`src/rtl/collision_detector_all.sv`:
```
// Per-pixel collision detector: reports the first overlap of each object pair per frame
// as a one-cycle pulse and publishes a per-frame collision summary at start of frame.
module collision_detector_all #(
   parameter int ENEMY_BIKES_COUNT        = 8,
   parameter int PLAYER_PROJECTILES_COUNT = 4
) (
   input  logic                                clk,
   input  logic                                resetN,
   input  logic                                startOfFrame,
   input  logic                                playerDrawingRequest,
   input  logic [ENEMY_BIKES_COUNT-1:0]        bikersDrawingRequest,
   input  logic                                treeDrawingRequest,
   input  logic                                truckDrawingRequest,
   input  logic                                powerupDrawingRequest,
   input  logic                                HUDdrawingRequest,
   input  logic [ENEMY_BIKES_COUNT-1:0]        enemyProjectilesRequest,
   input  logic [PLAYER_PROJECTILES_COUNT-1:0] playerProjectilesRequest,
   output logic                                playerBikerHit,
   output logic                                playerShot,
   output logic                                playerTreeHit,
   output logic                                playerTruckHit,
   output logic                                powerupTaken,
   output logic [ENEMY_BIKES_COUNT-1:0]        bikerHit,
   output logic [PLAYER_PROJECTILES_COUNT-1:0] projectileConsumed,
   output logic [7:0]                          frameCollisionCount,
   output logic                                frameAnyCollision
);

   localparam int NT = 5 + ENEMY_BIKES_COUNT + PLAYER_PROJECTILES_COUNT;
   localparam int CW = $clog2(NT + 1);
   localparam int BH = 5;
   localparam int PC = 5 + ENEMY_BIKES_COUNT;

   function automatic logic [CW-1:0] popcount(input logic [NT-1:0] v);
      logic [CW-1:0] c;
      c = '0;
      for (int k = 0; k < NT; k++) begin
         c = c + {{(CW-1){1'b0}}, v[k]};
      end
      return c;
   endfunction

   logic [NT-1:0] terms_s;
   logic [NT-1:0] fire_s;
   logic [NT-1:0] flags_next_s;
   logic [8:0]    sum_s;
   logic [7:0]    cnt_next_s;

   logic [NT-1:0] flags_r;
   logic [NT-1:0] pulses_r;
   logic [7:0]    cnt_r;
   logic [7:0]    frame_count_r;
   logic          frame_any_r;

   // Overlap terms for this pixel, all masked on HUD pixels
   always_comb begin
      logic valid_s;
      logic any_biker_s;
      logic any_pproj_s;
      terms_s     = '0;
      valid_s     = ~HUDdrawingRequest;
      any_biker_s = |bikersDrawingRequest;
      any_pproj_s = |playerProjectilesRequest;
      terms_s[0]  = valid_s & playerDrawingRequest & any_biker_s;
      terms_s[1]  = valid_s & playerDrawingRequest & (|enemyProjectilesRequest);
      terms_s[2]  = valid_s & playerDrawingRequest & treeDrawingRequest;
      terms_s[3]  = valid_s & playerDrawingRequest & truckDrawingRequest;
      terms_s[4]  = valid_s & playerDrawingRequest & powerupDrawingRequest;
      for (int j = 0; j < ENEMY_BIKES_COUNT; j++) begin
         terms_s[BH+j] = valid_s & bikersDrawingRequest[j] & any_pproj_s;
      end
      for (int i = 0; i < PLAYER_PROJECTILES_COUNT; i++) begin
         terms_s[PC+i] = valid_s & playerProjectilesRequest[i] & any_biker_s;
      end
   end

   // Start of frame re-arms every flag before this pixel is judged
   always_comb begin
      fire_s       = '0;
      flags_next_s = flags_r;
      sum_s        = 9'd0;
      cnt_next_s   = cnt_r;
      if (startOfFrame) begin
         fire_s       = terms_s;
         flags_next_s = terms_s;
         sum_s        = {{(9-CW){1'b0}}, popcount(fire_s)};
      end else begin
         fire_s       = terms_s & ~flags_r;
         flags_next_s = flags_r | fire_s;
         sum_s        = {1'b0, cnt_r} + {{(9-CW){1'b0}}, popcount(fire_s)};
      end
      if (sum_s > 9'd255) begin
         cnt_next_s = 8'hFF;
      end else begin
         cnt_next_s = sum_s[7:0];
      end
   end

   // Pulse, flag, counter and summary registers
   always_ff @(posedge clk) begin
      if (!resetN) begin
         flags_r       <= '0;
         pulses_r      <= '0;
         cnt_r         <= 8'd0;
         frame_count_r <= 8'd0;
         frame_any_r   <= 1'b0;
      end else begin
         flags_r  <= flags_next_s;
         pulses_r <= fire_s;
         cnt_r    <= cnt_next_s;
         if (startOfFrame) begin
            frame_count_r <= cnt_r;
            frame_any_r   <= (cnt_r != 8'd0);
         end
      end
   end

   assign playerBikerHit      = pulses_r[0];
   assign playerShot          = pulses_r[1];
   assign playerTreeHit       = pulses_r[2];
   assign playerTruckHit      = pulses_r[3];
   assign powerupTaken        = pulses_r[4];
   assign bikerHit            = pulses_r[BH +: ENEMY_BIKES_COUNT];
   assign projectileConsumed  = pulses_r[PC +: PLAYER_PROJECTILES_COUNT];
   assign frameCollisionCount = frame_count_r;
   assign frameAnyCollision   = frame_any_r;

endmodule

```
`config.mk`:
```
export PLATFORM = sky130hd
export DESIGN_NAME = collision_detector_all
export DESIGN_NICKNAME = d
export VERILOG_FILES = /design/src/rtl/collision_detector_all.sv
export SDC_FILE = /design/constraint.sdc
export NUM_CORES = 1
export LEC_CHECK = 0
export BUFFER_PORTS_ARGS = -buffer_cell sky130_fd_sc_hd__buf_2
export CELL_PAD_IN_SITES_DETAIL_PLACEMENT = 1
export CELL_PAD_IN_SITES_GLOBAL_PLACEMENT = 1
export CORE_AREA = 8 8 96 98
export DETAILED_ROUTE_END_ITERATION = 16
export DIE_AREA = 0 0 104 106
export GPL_TIMING_DRIVEN = 0
export PLACE_DENSITY = 0.86
export RECOVER_POWER = 50
export SETUP_SLACK_MARGIN = 0.15
export SYNTH_ARGS = -nofsm -noshare
export SYNTH_HDL_FRONTEND = slang
export SYNTH_SLANG_ARGS = --single-unit
```
`constraint.sdc`:
```
create_clock -name clk -period 4.8 [get_ports clk]
set_input_delay 0 -clock clk [delete_from_list [all_inputs] [get_ports clk]]
set_output_delay 0 -clock clk [all_outputs]
set_load 0.01 [all_outputs]
```
==> results of run 1 <==
==> stage by stage <==
step	std cells	cell area, um^2	setup TNS (ps)	hold slack, ps
after floorplan	301	2920	0	146
after global placement	458	3310	-963	294
after detailed placement	458	3310	-1210	296
after CTS	476	3540	0	7.24
after global routing	478	3540	0	3.36
final	478	3540	0	9.75
==> synthesized netlist by cell type, drive strengths merged <==
cell / n
a2111oi: 1
a211oi: 1
a21o: 1
a21oi: 22
a221oi: 2
a31oi: 3
a41oi: 1
and2: 1
and3: 7
and4b: 1
buf: 9
clkbuf: 1
dfxtp: 51
fa: 23
ha: 18
inv: 28
mux2i: 8
nand2: 31
nand2b: 19
nand3: 4
nor2: 29
nor2b: 3
nor3b: 3
nor4: 6
o2111ai: 1
o211ai: 1
o21ai: 8
o21bai: 1
o311a: 2
or2: 8
or4: 3
xnor2: 3
xor2: 1
==> report_power, final <==
group          internal [W]  total, W  leakage (nW)  switching, W
registers          0.000460  0.000489         0.419     0.0000287
logic              0.000327  0.000753          1.12      0.000426
clock network      0.000157  0.000307        0.0548      0.000150
total              0.000945   0.00155          1.60      0.000604
==> area by class of cell <==
| class | count | area, um^2 |
|---|---|---|
| clock inverter | 3 | 46.3 |
| clock buffer | 5 | 68.8 |
| inverter | 28 | 105 |
| buffer | 10 | 42.5 |
| sequential | 51 | 1020 |
| tap | 105 | 131 |
| fill | 916 | 4300 |
| multi-input combinational | 212 | 1790 |
| timing repair buffer | 64 | 335 |
==> worst max-delay path: cells and delay by family, from the launching register on <==
kind | cells | cell delay, ps
simple gates | 1 | 220
flops | 1 | 330
buf+inv | 4 | 290
fa+ha+maj | 7 | 3060
compound gates | 4 | 600
==> what timing repair did <==
action,in CTS,in global routing
pin swaps,11,8
gates resized for setup,6,8
endpoints found under the setup margin,7,8
buffers inserted,5,2
hold endpoints to repair,5,0
hold buffers,5,0
==> how the worst min path moves through the flow <==
stage	from	endpoint	slack (ps)	depth (start not counted)
3_3_place_gp	playerProjectilesRequest[1]	pulses_r[14]	290	2
6_report	bikersDrawingRequest[7]	flags_r[12]	10	3
4_1_cts	bikersDrawingRequest[7]	flags_r[12]	7	3
5_1_grt	playerDrawingRequest	pulses_r[0]	3	2
2_1_floorplan	playerDrawingRequest	pulses_r[0]	150	1
3_5_place_dp	playerProjectilesRequest[0]	pulses_r[13]	300	2
==> state kept, by name, indices dropped and copies added (netlist names) <==
signal,count
pulses_r,17
frameAnyCollision,1
cnt_r,8
flags_r,17
frameCollisionCount,8
==> cells by family after synthesis <==
| logic type | count (synthesis) | synth area share |
|---|---|---|
| XOR/XNOR | 4 | 0.0122 |
| buffers and inverters | 38 | 0.0529 |
| AND/OR/NAND/NOR | 115 | 0.203 |
| AO/OA/AOI/OAI | 44 | 0.108 |
| flip-flops | 51 | 0.357 |
| adder cells (fa/ha/maj) | 41 | 0.240 |
| multiplexers | 8 | 0.0280 |
==> routing by layer <==
metal / up-vias / global-route usage / wire length, um
met2: 50 / 0.272 / 4280
met3: 22 / 0.0363 / 326
met4: 0 / 0.0620 / 255
met1: 1122 / 0.159 / 3190
li1: 1145 / - / -
met5: - / 0 / 0
==> metrics.txt, run 1 <==
DP Wirelength 6210 um; cts bufs inserted 5; R2R Setup Slk 180 ps; max-slew violations 0; final period utilization 0.962; max incr delay on CP 550 ps; GR Util All Layers 0.148; FMAX 217 MHz; die width 104 um; syn_nets 370; WS Path Type register to register; Distinct cells, synth 38; clock net sink count 51; Worst Setup EP cnt_r[3]; Initial DRC Count 75; Worst-path clk slew 100 ps; CTS tree built; CP Data Required Time 5000 ps; drt wl/cell 16.8 um; commonest non-fill, non-tap cell in the layout dfxtp_1; maximum fanout along the worst path 4; die area 11000 um^2; max cap viols 0; P&R area growth vs syn 23.8%; Gate Count Post-Synth 301; initial cell density of the core 0.365; Die Y 106 um; layout cells sized above 1 0.217; critical path's slowest cell fa_1; antenna-violating nets left 0; synth top area cells dfxtp_1 36%, fa_1 16%, ha_1 7.9%; number of global-route vias before repair 2647; DRC Markers 0; RSZ-0062 raised after global routing yes; total power draw 0.00155 W; Mapped Area 2860 um^2; initial antenna violation count 0; grt ovf 0; Layout Skew 14.9 ps; post-synthesis sequential area ratio 0.357; Syn. warnings 0; top cell type's share of synthesized area 0.357; VDD IR max 0.228 mV; clk buf depth 2; CP most frequent cell fa_1; worst reg2reg path depth 16; Setup WS pre-CTS -297 ps; worst hold path class primary input to register; global-route wire length before repair 13200 um; Avg Cell Area, Syn 9.51 um^2; H-Tree Depth 2; # setup viols final 0; outcome completed; First-pass DRT Iterations 4; CP endpoint kind register; critical path, cell by cell or2_4, fa_1, inv_2, fa_1, inv_2, fa_1, fa_1, fa_1, inv_2, ha_4, fa_2, a21oi_4, o211ai_4, buf_6, a31oi_4, a2111oi_2; Clk Latency, worst-skew pair 310 ps; leading area contributor after synthesis dfxtp_1; root buffer cell clkbuf_8; r2r startpoint flags_r[14]; PD cells 437 nW/um^2; Core Util, Final 0.452; largest net degree at the start of global routing 18; drt via density 4.89; critical path arrival 4820 ps; # nets final 441; setup slack after layout 182 ps; Final Hold Viols 0; Slew @ Worst Pin 654 ps; Pleak 1.60 nW; DRT Wirelength 8050 um; via count 2339; highest-count cells in the layout ignoring fill and taps 49 x dfxtp_1, 31 x buf_2, 29 x clkbuf_1; fin crit period 4620 ps; core region area 7850 um^2; synthesized flop and latch total 51; Antenna diodes 0; top-level I/O count 54; Crit. Startpoint flags_r[14]; reg2reg end cnt_r[3]; Slew HR 0.564; num rows 33; crit start category register; PortBufs 52; gp weighted congestion 0.842
Note: power is estimated with default switching activity, not from simulation.
==> inputs of run 2 (changes only) <==
--- a/config.mk
+++ b/config.mk
@@ -8,11 +8,11 @@
 export BUFFER_PORTS_ARGS = -buffer_cell sky130_fd_sc_hd__buf_2
 export CELL_PAD_IN_SITES_DETAIL_PLACEMENT = 1
 export CELL_PAD_IN_SITES_GLOBAL_PLACEMENT = 1
-export CORE_AREA = 8 8 96 98
+export CORE_AREA = 8 8 122 79
 export DETAILED_ROUTE_END_ITERATION = 16
-export DIE_AREA = 0 0 104 106
+export DIE_AREA = 0 0 130 87
 export GPL_TIMING_DRIVEN = 0
-export PLACE_DENSITY = 0.86
+export PLACE_DENSITY = 0.85
 export RECOVER_POWER = 50
 export SETUP_SLACK_MARGIN = 0.15
 export SYNTH_ARGS = -nofsm -noshare
==> run 2 against run 1 <==
Net effect: non-clock buffer count shrank 3; routed wire length grew 2.2%; critical path type unchanged; count of clock-buffer cells in the layout is the same; total power grew 6.4%; critical endpoint is now cnt_r[0]; largest power group unchanged.
==> metrics.txt, run 2 (synthesized netlist as in run 1, its figures left out) <==
global-route wire length before repair 13200 um (about the same); r2r startpoint flags_r[10]; critical path arrival 4930 ps (+110 ps); fin crit period 4750 ps (+135 ps); die width 130 um (+25%); outcome completed; # setup viols final 0 (unchanged); worst hold path class primary input to register; final instance area 3580 um^2 (+1.1%); DRT Wirelength 8220 um (+2.2%); Core Util, Final 0.446 (-0.00587); max cap viols 0 (unchanged); gp weighted congestion 0.862 (+2.4%); Die Y 87 um (-18%); Crit. Startpoint flags_r[10]; FMAX 210 MHz (-2.8%); core region area 8040 um^2 (+2.4%); Setup WS pre-CTS -355 ps (-58.6 ps); placed insts 465 (+1.5%); cts bufs inserted 5 (unchanged); commonest non-fill, non-tap cell in the layout dfxtp_1; Slew @ Worst Pin 605 ps (-49.2 ps); antenna-violating nets left 0 (unchanged); fin cells 482 (+0.84%); via count 2368 (+1.2%); placed cell areas 3320 um^2 (+0.26%); layout cells sized above 1 0.219 (+0.00176); Slew HR 0.597 (+0.0328); H-Tree Depth 2 (unchanged); setup slack after layout 46.6 ps (-135 ps); maximum fanout along the worst path 4 (unchanged); max-slew violations 0 (unchanged); GR Util All Layers 0.150 (+0.00179); RSZ-0062 raised after global routing yes; DP Wirelength 6520 um (+5.0%); initial cell density of the core 0.356 (-0.00864); drt wl/cell 17.1 um (+1.3%); final period utilization 0.990 (+0.0282); num rows 26 (-21%); PortBufs 52 (unchanged); DRC Markers 0 (unchanged); CP endpoint kind register; number of global-route vias before repair 2542 (-4.0%); # nets final 438 (-0.68%); root buffer cell clkbuf_16; Top Registers flags_r x17, pulses_r x17; PD cells 460 nW/um^2 (+5.2%); Layout Skew 6.12 ps (-8.79 ps); total power draw 0.00165 W (+6.4%); Initial DRC Count 114 (+52%); highest-count cells in the layout ignoring fill and taps 50 x dfxtp_1, 33 x buf_2, 29 x nand2_1; initial antenna violation count 0 (unchanged); Pleak 1.62 nW (+1.3%); CP Data Required Time 4970 ps (-30 ps); Final Hold Viols 0 (unchanged); VDD IR max 0.206 mV (-9.9%); crit start category register; top-level I/O count 54 (unchanged); P&R area growth vs syn 25.2%; clock net sink count 51 (unchanged); HP Start playerProjectilesRequest[3]; Clk Latency, worst-skew pair 290 ps (-20 ps); clk buf depth 2 (unchanged); WS Path Type register to register; drt via density 4.91 (+0.40%); CTS tree built; Antenna diodes 0 (unchanged); largest net degree at the start of global routing 18 (unchanged); Worst-path clk slew 70 ps (-30 ps); die area 11300 um^2 (+2.6%); grt ovf 0 (unchanged); First-pass DRT Iterations 4 (unchanged)
==> run 2: cell types whose count changed in the layout (fill, tap and decap cells not counted), sizes merged <==
cell / previous run / this run
dlygate4sd3: 5 / 1
buf: 40 / 43
clkbuf: 34 / 32
==> run 2: routing by layer <==
metal  vias up  track usage  wire length, um  share of wire
li1       1137            -                -              -
met2        71        0.226             3570           0.43
met4         0       0.0252               61         0.0074
met3         7       0.0410              621          0.076
met1      1153        0.210             3970           0.48
met5         -            0                0              0
==> run 2: area by class of cell <==
type	count	area, um^2
multi-input combinational	212	1800
timing repair buffer	61	303
buffer	10	45.0
clock inverter	3	46.3
clock buffer	5	125
tap	112	140
inverter	28	105
sequential	51	1020
fill	939	4450
==> run 2: worst max-delay path: stages, from the launching register on <==
cell and delay, ps:
dfxtp_2 320, or2_4 230, fa_1 550, inv_2 40
fa_1 520, inv_1 70, fa_1 510, fa_1 440
fa_1 510, inv_1 50, ha_2 180, fa_2 380
a21oi_4 170, o211ai_4 130, and3_4 210, o311a_1 340
==> run 2: power by group <==
part / internal [W] / switching, W
clock: 0.000248 / 0.000167
combinational: 0.000327 / 0.000419
sequential: 0.000460 / 0.0000269
total: 0.00104 / 0.000613
==> run 2: repair_timing <==
action	4_1_cts	5_1_grt
gates cloned	0	0
setup endpoints to repair	7	8
hold endpoints to repair	1	0
buffers inserted	3	5
pin swaps	6	5
resized for setup	4	8
hold buffers	1	0
==> run 2: path summary, 6_finish.rpt <==
path	endpoint	slack (ps)	cells after the start
setup reg to reg	cnt_r[0]	50	15
hold / removal	pulses_r[16]	0.9	2
hold reg to reg	flags_r[9]	500	2
setup / recovery	cnt_r[0]	50	15
==> run 2: stage by stage <==
stage          hold slack (ps)  setup TNS, ps
4_1_cts                 0.0547              0
2_1_floorplan              146              0
6_report                 0.948              0
3_5_place_dp               290          -1700
5_1_grt                  0.248           -174
3_3_place_gp               280          -1230
==> inputs of run 3 (changes only) <==
--- a/config.mk
+++ b/config.mk
@@ -5,14 +5,15 @@
 export SDC_FILE = /design/constraint.sdc
 export NUM_CORES = 1
 export LEC_CHECK = 0
+export ABC_AREA = 1
 export BUFFER_PORTS_ARGS = -buffer_cell sky130_fd_sc_hd__buf_2
 export CELL_PAD_IN_SITES_DETAIL_PLACEMENT = 1
 export CELL_PAD_IN_SITES_GLOBAL_PLACEMENT = 1
-export CORE_AREA = 8 8 122 79
+export CORE_AREA = 8 8 126 81
 export DETAILED_ROUTE_END_ITERATION = 16
-export DIE_AREA = 0 0 130 87
+export DIE_AREA = 0 0 134 89
 export GPL_TIMING_DRIVEN = 0
-export PLACE_DENSITY = 0.85
+export PLACE_DENSITY = 0.86
 export RECOVER_POWER = 50
 export SETUP_SLACK_MARGIN = 0.15
 export SYNTH_ARGS = -nofsm -noshare
==> run 3 against run 2 <==
Net effect: routed wire length is 22% higher; via count is 18% higher; register-to-register slack better by 240 ps; critical path depth is 3 higher; sequential power is 0.8% lower; clock skew is 3.3 ps higher; non-clock buffer count is 5 lower; critical endpoint is now cnt_r[4].
==> metrics.txt, run 3 <==
outcome completed; Switching Power 0.000687 W (+12%); number of global-route vias before repair 3065 (+21%); CTS tree built; antenna-violating nets left 0 (unchanged); Hold Path Sink pulses_r[16]; H-Tree Depth 2 (unchanged); count leader, synth nand2_1; reg2reg end cnt_r[4]; Post-synth top cells 73 x nand2_1, 61 x inv_1, 51 x dfxtp_1, 42 x nor2_1, 31 x nand3_1; clk buf depth 2 (unchanged); Reg power frac 0.293 (-0.003); VDD IR max 0.203 mV (-1.0%); PortBufs 52 (unchanged); drt via density 4.96 (+0.98%); Syn. warnings 0 (unchanged); Top Registers flags_r x17, pulses_r x17; fin cells 561 (+16%); die area 11900 um^2 (+5.4%); maximum fanout along the worst path 3 (-1); Switching Share 0.416 (+0.0445); fin crit period 4510 ps (-242 ps); PD cells 453 nW/um^2 (-1.5%); Die Y 89 um (+2.3%); r2r startpoint flags_r[10]; die width 134 um (+3.1%); initial cell density of the core 0.364 (+0.00783); largest net degree at the start of global routing 19 (+1); GR Util All Layers 0.172 (+0.0223); Gate Count Post-Synth 386 (+28%); FF/Latch Area 1020 um^2 (unchanged); Worst Hold Depth 3 (+1); combinational share of power 0.476 (+0.023); gp weighted congestion 0.838 (-2.7%); clock net sink count 51 (unchanged); DP Wirelength 7940 um (+22%); clock power share 0.231 (-0.021); worst hold path class primary input to register; crit start category register; DRT Wirelength 10100 um (+22%); top cell type's share of synthesized area 0.338 (-0.0186); cell-internal power 0.000962 W (-7.0%); placed insts 550 (+18%); Initial DRC Count 178 (+56%); Clk Latency, worst-skew pair 300 ps (about the same); Slew HR 0.532 (-0.0642); Core Util, Final 0.439 (-0.00690); Avg Cell Area, Syn 7.82 um^2 (-18%); commonest non-fill, non-tap cell in the layout nand2_1; Antenna diodes 0 (unchanged); num rows 26 (unchanged); FMAX 222 MHz (+5.4%); core region area 8300 um^2 (+3.2%); # setup viols final 0 (unchanged); Layout Skew 9.39 ps (+3.27 ps); Slew @ Worst Pin 694 ps (+89.0 ps); cts bufs inserted 5 (unchanged); Mapped Area 3020 um^2 (+5.5%); max cap viols 0 (unchanged); number of synthesized flops with an enable pin 0 (unchanged); drt wl/cell 17.9 um (+5.2%); DRC Markers 0 (unchanged); R2R Setup Slk 290 ps (+240 ps); # nets final 517 (+18%); Fillers 1033 (+10%); global-route wire length before repair 16000 um (+21%); setup slack after layout 289 ps (+242 ps); critical path arrival 4740 ps (-190 ps); Setup WS pre-CTS -60.7 ps (+294 ps); Final Hold Viols 0 (unchanged); P&R area growth vs syn 20.6%; Post-CTS Setup Bufs 0 (-3); multi-input logic area 1750 um^2 (-2.7%); synthesized flop and latch total 51 (unchanged); RSZ-0062 raised after global routing no; initial antenna violation count 0 (unchanged); CP Data Required Time 5030 ps (+60 ps); Distinct cells, synth 32 (-16%); syn_nets 455 (+23%); top-level I/O count 54 (unchanged); max-slew violations 0 (unchanged); via count 2783 (+18%); final setup TNS 0 ps (unchanged); Async S/R FF share, synth 0 (unchanged); highest-count cells in the layout ignoring fill and taps 69 x nand2_1, 59 x inv_1, 50 x dfxtp_1; root buffer cell clkbuf_16; post-synthesis sequential area ratio 0.338 (-0.0186); Pleak 1.87 nW (+16%); CP endpoint kind register; Worst-path clk slew 70 ps (about the same); Primary FF master, synth dfxtp_1; final period utilization 0.940 (-0.0504); HP Start playerProjectilesRequest[3]; layout cells sized above 1 0.198 (-0.0207); First-pass DRT Iterations 4 (unchanged); WS Path Type register to register; synth top area cells dfxtp_1 34%, fa_1 15%, nand2_1 9.1%; leading area contributor after synthesis dfxtp_1; worst reg2reg path depth 18 (+3); grt ovf 0 (unchanged)
[run 3: cell count changes in the layout (fill, tap and decap cells not counted), moves of 9 or more]
cell / delta
o21ai_0: +9
buf_2: +15
clkbuf_1: -13
inv_1: +32
nand3_1: +26
nand2_1: +40
nor2_1: +12
nand2b_1: -19
[run 3: worst max-delay path by stage]
stage               end                    start  slack (ps)
2_1_floorplan  cnt_r[0]  bikersDrawingRequest[0]         540
3_3_place_gp   cnt_r[0]  bikersDrawingRequest[3]          30
3_5_place_dp   cnt_r[2]  bikersDrawingRequest[2]         -60
4_1_cts        cnt_r[0]  bikersDrawingRequest[2]         180
5_1_grt        cnt_r[4]              flags_r[10]         100
6_report       cnt_r[4]              flags_r[10]         290
[run 3: cells by family after synthesis]
group / after synthesis / synth area share
xor+xnor: 1 / 0.00290
buf+inv: 77 / 0.0998
simple gates: 168 / 0.245
flops: 51 / 0.338
compound gates: 48 / 0.0874
fa+ha+maj: 41 / 0.227
[run 3: metal layers]
layer / vias to the layer above / routed length [um] / global-route usage
met3: 9 / 767 / 0.0421
li1: 1321 / - / -
met5: - / 0 / 0
met2: 90 / 4650 / 0.286
met4: 0 / 112 / 0.0557
met1: 1363 / 4540 / 0.217
[run 3: metrics by stage]
step	hold slack [ps]	instance area [um^2]	power, W
6_report	27.4	3640	0.00165
5_1_grt	42.4	3640	0.00177
4_1_cts	15.9	3600	0.00159
3_5_place_dp	278	3420	0.00120
3_3_place_gp	267	3420	0.00113
2_1_floorplan	139	3020	0.000976
[run 3: area by class of cell]
type | instances | share of cell area
timing repair buffer | 55 | 0.0759
tap | 112 | 0.0385
inverter | 66 | 0.0680
sequential | 51 | 0.281
clock inverter | 3 | 0.00790
clock buffer | 5 | 0.0344
multi-input combinational | 258 | 0.480
buffer | 11 | 0.0148
[run 3: repair_timing]
item                       4_1_cts  5_1_grt
hold buffers                     3        0
hold endpoints to repair         4        0
resized for setup                0       16
setup endpoints to repair        0        8
[run 3: worst max-delay path: stages (launching register included)]
cell and delay [ps]:
dfxtp_2 330, or2_1 230, fa_1 490, inv_1 70, fa_1 500, inv_2 40
fa_1 470, fa_1 520, fa_1 580, inv_2 50, ha_4 170, fa_2 390
nand2_2 110, nand2_4 80, nand3_1 90, nand2_1 60, nand2_1 70, nand2_2 70
a21oi_2 120
[run 3: power by group through the flow]
stage	Combinational [W]	Sequential (W)	Clock, W
2_1_floorplan	0.000484	0.000493	0
3_3_place_gp	0.000640	0.000490	0
3_5_place_dp	0.000704	0.000492	0
4_1_cts	0.000717	0.000483	0.000387
5_1_grt	0.000879	0.000487	0.000407
6_report	0.000785	0.000483	0.000381
